==> src/rtl/cpu_sequencer.sv <==
// cpu_sequencer: multi-cycle instruction sequencer.
// Fetches an 8-bit instruction into IR, decodes its opcode class and produces
// the per-cycle control strobes for the PC, register file, accumulator and
// data memory. It also counts retired instructions and halts on HALT, on an
// illegal opcode, or when data memory does not answer in time.
`timescale 1ns/1ps

module cpu_sequencer (
  input  logic        clk,
  input  logic        reset,
  input  logic [7:0]  instr,
  input  logic        imem_valid,
  input  logic        mem_ready,
  output logic        imem_req,
  output logic        ir_load,
  output logic        pc_inc,
  output logic        dmem_req,
  output logic        dmem_we,
  output logic        reg_we,
  output logic        acc_we,
  output logic [2:0]  reg_sel,
  output logic [2:0]  state,
  output logic        halted,
  output logic        error,
  output logic [15:0] retired
);

  typedef enum logic [2:0] {
    FETCH    = 3'd0,
    DECODE   = 3'd1,
    EXEC     = 3'd2,
    MEM_WAIT = 3'd3,
    HALT     = 3'd4
  } state_t;

  typedef enum logic [2:0] {
    CL_NOP,
    CL_LI,
    CL_LD,
    CL_ST,
    CL_HALT,
    CL_ALU,
    CL_ILLEGAL
  } op_class_t;

  state_t      state_q, state_d;
  logic [7:0]  ir_q, ir_d;
  logic [3:0]  wait_cnt_q, wait_cnt_d;
  logic [15:0] retired_q, retired_d;
  logic        error_q, error_d;
  logic [4:0]  opcode;
  op_class_t   op_class;

  assign opcode  = ir_q[7:3];
  assign reg_sel = ir_q[2:0];
  assign state   = state_q;
  assign halted  = (state_q == HALT);
  assign error   = error_q;
  assign retired = retired_q;

  // Map the IR opcode field onto its instruction class.
  always_comb begin
    op_class = CL_ILLEGAL;
    if (opcode[4]) begin
      op_class = CL_ALU;
    end else begin
      case (opcode[3:0])
        4'b0000: op_class = CL_NOP;
        4'b0001: op_class = CL_LI;
        4'b0010: op_class = CL_LD;
        4'b0011: op_class = CL_ST;
        4'b0111: op_class = CL_HALT;
        default: op_class = CL_ILLEGAL;
      endcase
    end
  end

  // Next-state, next-register and strobe decode for the sequencer.
  always_comb begin
    state_d    = state_q;
    ir_d       = ir_q;
    wait_cnt_d = wait_cnt_q;
    error_d    = error_q;
    imem_req   = 1'b0;
    ir_load    = 1'b0;
    pc_inc     = 1'b0;
    dmem_req   = 1'b0;
    dmem_we    = 1'b0;
    reg_we     = 1'b0;
    acc_we     = 1'b0;

    case (state_q)
      FETCH: begin
        imem_req = 1'b1;
        if (imem_valid) begin
          ir_load = 1'b1;
          ir_d    = instr;
          state_d = DECODE;
        end
      end

      DECODE: begin
        state_d = EXEC;
      end

      EXEC: begin
        case (op_class)
          CL_NOP: begin
            pc_inc  = 1'b1;
            state_d = FETCH;
          end
          CL_LI: begin
            reg_we  = 1'b1;
            pc_inc  = 1'b1;
            state_d = FETCH;
          end
          CL_ALU: begin
            acc_we  = 1'b1;
            pc_inc  = 1'b1;
            state_d = FETCH;
          end
          CL_LD, CL_ST: begin
            dmem_req   = 1'b1;
            dmem_we    = (op_class == CL_ST);
            wait_cnt_d = '0;
            state_d    = MEM_WAIT;
          end
          CL_HALT: begin
            state_d = HALT;
          end
          default: begin
            error_d = 1'b1;
            state_d = HALT;
          end
        endcase
      end

      MEM_WAIT: begin
        dmem_req = 1'b1;
        dmem_we  = (op_class == CL_ST);
        // A ready on the last allowed wait cycle still completes normally.
        if (mem_ready) begin
          pc_inc  = 1'b1;
          reg_we  = (op_class == CL_LD);
          state_d = FETCH;
        end else if (wait_cnt_q == 4'hF) begin
          error_d = 1'b1;
          state_d = HALT;
        end else begin
          wait_cnt_d = wait_cnt_q + 4'd1;
        end
      end

      HALT: begin
        state_d = HALT;
      end

      default: begin
        error_d = 1'b1;
        state_d = HALT;
      end
    endcase
  end

  // Retired-instruction counter advances with every PC increment and wraps.
  assign retired_d = retired_q + {15'd0, pc_inc};

  // State and datapath registers with synchronous active-low reset.
  always_ff @(posedge clk) begin
    if (!reset) begin
      state_q    <= FETCH;
      ir_q       <= '0;
      wait_cnt_q <= '0;
      retired_q  <= '0;
      error_q    <= 1'b0;
    end else begin
      state_q    <= state_d;
      ir_q       <= ir_d;
      wait_cnt_q <= wait_cnt_d;
      retired_q  <= retired_d;
      error_q    <= error_d;
    end
  end

endmodule

==> config.mk <==
export PLATFORM = sky130hd
export DESIGN_NAME = cpu_sequencer
export DESIGN_NICKNAME = d
export VERILOG_FILES = /design/src/rtl/cpu_sequencer.sv
export SDC_FILE = /design/constraint.sdc
export NUM_CORES = 1
export LEC_CHECK = 0
export ABC_CLOCK_PERIOD_IN_PS = 2700
export CORE_UTILIZATION = 40
export DETAILED_ROUTE_END_ITERATION = 7
export PLACE_DENSITY = 0.67
export RECOVER_POWER = 50
export SLEW_MARGIN = 15
export SYNTH_ARGS = -nofsm -noshare
export SYNTH_HDL_FRONTEND = slang
export SYNTH_SLANG_ARGS = --single-unit
==> constraint.sdc <==
create_clock -name clk -period 2.7 [get_ports clk]
set_input_delay 0.675 -clock clk [delete_from_list [all_inputs] [get_ports clk]]
set_output_delay 0.675 -clock clk [all_outputs]
set_load 0.03 [all_outputs]
Yosys cells after proc, flatten, opt, wreduce, memory -nomap -nowiden
Index checks and enable logic that the tools add are counted.
{"block": "word_totals", "register_bits": 32, "latchBits": 0, "mem_bits_rw": 0, "romBits": 0, "input_bits": 12, "wordCells": 71, "n_memories": 0}
{"block": "classes", "addsub": 2, "n_mul": 0, "div": 0, "magnitude_cmp": 0, "n_eq_ne": 21, "shift": 0, "muxes": 30, "bitwise_logic": 1, "reduce_logical": 12}
{"op": "adder 16 x 1 -> 16 bit", "count": 1}
{"op": "case mux 3 bit (5 select lines)", "count": 1}
{"op": "two-way mux 1 bit", "count": 14}
{"op": "== test 3 x 2 -> 1 bit (second input constant)", "count": 4}
{"op": "two-way mux 3 bit", "count": 4}
{"op": "two-way mux 4 bit", "count": 3}
{"op": "!= test 2 bit (second input constant)", "count": 6}
{"op": "case mux 3 bit (4 select lines)", "count": 1}
{"op": "== test 3 bit (second input constant)", "count": 3}
{"op": "== test 4 x 2 -> 1 bit (second input constant)", "count": 2}
{"op": "case mux 1 bit (2 select lines)", "count": 4}
{"op": "case mux 4 bit (2 select lines)", "count": 1}
{"op": "AND reduction 4 bit", "count": 2}
{"op": "== test 3 x 1 -> 1 bit (second input constant)", "count": 2}
{"op": "zero test 3 bit", "count": 2}
{"op": "case mux 3 bit (2 select lines)", "count": 1}
{"op": "OR reduction 3 bit", "count": 2}
{"op": "OR reduction 6 bit", "count": 1}
{"op": "adder 4 x 1 -> 4 bit (second input constant)", "count": 1}
{"op": "== test 4 x 1 -> 1 bit (second input constant)", "count": 1}
{"op": "== test 4 x 3 -> 1 bit (second input constant)", "count": 1}
{"op": "== test 4 bit (second input constant)", "count": 1}
{"op": "zero test 4 bit", "count": 1}
{"op": "AND reduction 2 bit", "count": 2}
{"op": "other kinds (5)", "count": 5}

Logic depth before layout (Yosys ltp)
{"block": "depth", "word_depth": 8, "depth_mapped": 10}

Worst setup path before layout
OpenSTA, ideal clock, no wires.
{"block": "synth_timing", "path_type": "reg2reg", "from": "reg state_q[0] (netlist: state[0])", "to": "reg retired_q[14] (netlist: retired[14])", "setup_ns": 0.115, "t_arrival_ns": 2.941, "required_ns": 2.585, "path_slack_ns": -0.356, "stages_incl_launch_ff": 11, "path_buffers": 1, "period_less_slack_ns": 3.056, "cell_sequence": "dfxtp_1 > buf_2 > nor2_1 > o21ai_0 > nor3b_1 > ha_1 > ha_1 > nand3_1 > nor4_2 > xor2_1 > and2_1"}
{"block": "synth_between", "elab_chain_cells": 3}
{"item": "start, declared", "line": "46", "text": "state_t state_q, state_d;"}
{"item": "start signal, assigned", "line": "177", "text": "state_q <= state_d;"}
{"item": "== test 3 x 2 -> 1 bit", "line": "92", "text": "case (state_q)"}
{"item": "case mux 1 bit (2 select lines) (*)", "line": "92"}
{"item": "named net pc_inc", "line": "16", "text": "output logic pc_inc,"}
{"item": "adder 16 x 1 -> 16 bit (*)", "line": "166", "text": "assign retired_d = retired_q + {15'd0, pc_inc};"}
{"item": "end signal, assigned", "line": "180", "text": "retired_q <= retired_d;"}
{"item": "end, declared", "line": "49", "text": "logic [15:0] retired_q, retired_d;"}
Mark *: on every way through the listed nets, which the timed path passes. The rest lies on a longest branch.
A chain may end at the register's enable or synchronous reset.

Worst setup path in the final report
{"block": "layout_timing", "from": "reg state_q[1] (netlist: state[1])", "to": "out acc_we"}
{"block": "layout_between", "elab_chain_cells": 2}
{"item": "== test 3 x 2 -> 1 bit", "line": "92"}
{"item": "two-way mux 1 bit", "line": "92"}
{"item": "end, declared", "line": "20", "text": "output logic acc_we,"}
Every way passes these cells.

==> results.py <==
metrics = {
    "synth": {
        "yosysTopAreaCell": "dfxtp_1",
        "synth_common_cells": "dfxtp_1 (32), nand2_1 (26), and2_1 (14), a21boi_1 (11), xor2_1 (9)",
        "synth.top_cell.area_share": 0.416,
        "syn_nets": 189,
        "synth.distinct_cells": 43,
        "ys_seq_area_frac": 0.416,
        "synth-edff-count": 0,
        "synth_area_um2": 1540,
        "post_synth_inst_count": 174,
        "synth_warnings": 0,
        "avgSynthCellArea_um2": 8.86,
        "async_reset_ff_frac": 0,
        "synth_top_cells_by_area": "dfxtp_1 (42%), nand2_1 (6.3%), and2_1 (5.7%)",
        "yosysMostFrequentCell": "dfxtp_1",
        "synth_ff_type": "dfxtp_1",
        "ys_ff_latch": 32,
    },
    "sta": {
        "relSlewSlack": 0.561,
        "layout_min_cycle_time_ns": 2.59,
        "fmax_ghz": 0.386,
        "finalHoldViolCount": 0,
        "worst_pin_slew_ns": 0.656,
        "final.setup.tns_ns": 0,
        "finClkSkew_ns": 0.00444,
        "finalCritPeriodShare": 0.960,
        "setup_violations": 0,
        "final-max-slew-violation-count": 0,
        "rsz0062_at_grt": "false",
    },
    "setup_path": {
        "critPathBufInv": 1,
        "worstSetupStartpointType": "flip-flop",
        "worst_setup_path_end_kind": "output port",
        "worstPathCellList": "nand2b_1, nor3b_1, clkdlybuf4s50_1",
        "worstPathRequired_ns": 2.03,
        "cp_max_fo": 9,
        "crit_end": "acc_we",
        "rr_startpoint": "state[1]",
        "critical_path_arrival_ns": 1.92,
        "critPathMaxStageDelay_ns": 0.71,
        "worstSetupPathType": "reg -> out",
        "crit_start": "state[1]",
        "worst-path-stages": 3,
        "crit_family": "buffers and inverters",
        "reg2reg_slack_ns": 0.28,
        "reg2reg_depth": 9,
        "r2r-end": "retired[14]",
        "crit_slowest_cell": "clkdlybuf4s50_1",
    },
    "global_routing": {
        "grt_max_degree": 22,
        "grtUsageTotal": 0.188,
        "overflow": 0,
        "grt_pass1_vias": 1343,
        "grt_antenna_before_repair": 0,
        "grt_pass1_wl_mm": 5.99,
    },
    "route": {
        "wl_per_cell_um": 12.6,
        "ant_nets": 0,
        "finalWirelength_mm": 3.42,
        "drt_iter0_drc": 60,
        "num_vias": 1356,
        "viasPerCell": 4.99,
        "dr.pass1.iters": 4,
        "drc": 0,
    },
    "floorplanning": {
        "core_area_um2": 3690,
        "dieArea_um2": 4110,
        "die_width_um": 64.1,
        "start_util": 0.418,
        "core.rowCount": 22,
        "die_h_um": 64.1,
        "boundaryPins": 43,
    },
    "clock_tree": {
        "clockBufferDepth": 2,
        "cts_tree": "done",
        "cts_buffers": 5,
        "cts-hold-fix-buffers": 0,
        "clock_tree.root_cell": "clkbuf_8",
        "clk_pin_slew_ns": 0.06,
        "clock-sinks": 32,
        "clock_latency_ns": 0.27,
        "htree_levels": 2,
    },
    "flow_run": {
        "maxCapViolCount": 0,
    },
    "min_path": {
        "whs_path_depth": 2,
        "min_path_type": "reg -> reg",
    },
    "placement": {
        "postPlaceCellArea_um2": 2040,
        "io_buffers": 42,
        "hpwlAfterDp_mm": 2.58,
        "gp_congestion": 0.792,
    },
    "run_status": {
        "status": "completed",
    },
    "final_layout": {
        "fin_area_um2": 2120,
        "final_layout_size_suffix_gt1_frac": 0.103,
        "nets": 238,
        "area_growth_pct": 37.3,
        "n_antenna_cell": 0,
        "final_util": 0.574,
    },
    "power_and_ir_drop": {
        "p_per_area_nw_per_um2": 487,
        "vdd_drop_max_uv": 343,
        "power_leakage_nw": 0.871,
    },
}
[worst register-to-register path: stages (launching register included)]
cell and delay, ns:
dfxtp_1 0.50, nand2b_1 0.18, buf_4 0.19, nor3b_1 0.30, ha_1 0.23, ha_1 0.17, nand3_1 0.20, nor4_2 0.31
xor2_1 0.09, and2_1 0.16
[cell families (layout without fill, tap and decap cells)]
kind of cell,Yosys count,count (layout),synth area share
compound gates,28,28,0.134
simple gates,83,83,0.304
fa+ha+maj,3,3,0.0244
xor+xnor,14,14,0.0795
buf+inv,14,64,0.0422
flops,32,32,0.416
[placed cells by master, fill, tap and decap left out, drive strengths merged, types with 2 or more instances in the layout]
master         synthesis  layout
nand2b                 3       3
nand2                 26      26
nor3                   5       5
xnor2                  5       5
a21oi                  3       3
xor2                   9       9
o21ai                  4       4
nor2                   6       6
nor2b                  2       2
nand3                  7       7
clkdlybuf4s50          0      24
dfxtp                 32      32
buf                    4      10
nand4                  4       4
ha                     3       3
dlygate4sd3            0      13
and2                  14      14
nor4                   5       5
nor3b                  2       2
inv                    6       6
clkbuf                 4       9
or3                    2       2
o31ai                  2       2
a21boi                12      12
[timing repair]
action / in CTS / in global routing
setup buffers: 0 / 0
endpoints found under the setup margin: 1 / 2
resized for setup: 1 / 2
[stage by stage]
| stage | worst slack (ns) | total power, W | hold WS, ns | instances |
|---|---|---|---|---|
| 6_report | 0.109 | 0.00103 | 0.470 | 272 |
| 3_5_place_dp | 0.0313 | 0.000685 | 0.456 | 264 |
| 3_3_place_gp | 0.0656 | 0.000680 | 0.446 | 264 |
| 2_1_floorplan | 0.00920 | 0.000615 | 0.435 | 174 |
| 4_1_cts | 0.0530 | 0.00105 | 0.468 | 272 |
| 5_1_grt | 0.0174 | 0.00109 | 0.503 | 272 |
[how the worst min path moves through the flow]
stage               startpoint  endpoint
global placement       ir_q[2]   ir_q[2]
finish                 ir_q[1]   ir_q[1]
global route           ir_q[2]   ir_q[2]
detailed placement     ir_q[2]   ir_q[2]
floorplan              ir_q[0]   ir_q[0]
CTS                    ir_q[2]   ir_q[2]
[report_power, final]
group / switching, W / internal [W] / leakage, nW
logic: 0.0000876 / 0.0000710 / 0.566
clock network: 0.000157 / 0.000207 / 0.0455
registers: 0.0000203 / 0.000488 / 0.259
total: 0.000265 / 0.000766 / 0.871
[final cells by class]
cell class                      instances  area, um^2
Tap cell                               48        60.1
Fill cell                             347        1570
Sequential cell                        32         641
Timing Repair Buffer                   50         470
Inverter                                6        22.5
Multi-Input combinational cell        128         833
Clock buffer                            8        90.1
[registers in the layout, indices dropped and copies added, names as in the netlist]
| signal | count |
|---|---|
| error | 1 |
| state | 3 |
| wait_cnt_q | 4 |
| ir_q | 8 |
| retired | 16 |
[layer usage]
layer	GRT usage	wire (um)	up-vias
met2	0.314	1670	24
met4	0.0511	22	0
met5	0	0	-
li1	-	-	700
met3	0.0518	119	5
met1	0.237	1610	627
(Power assumes the default switching activity.)
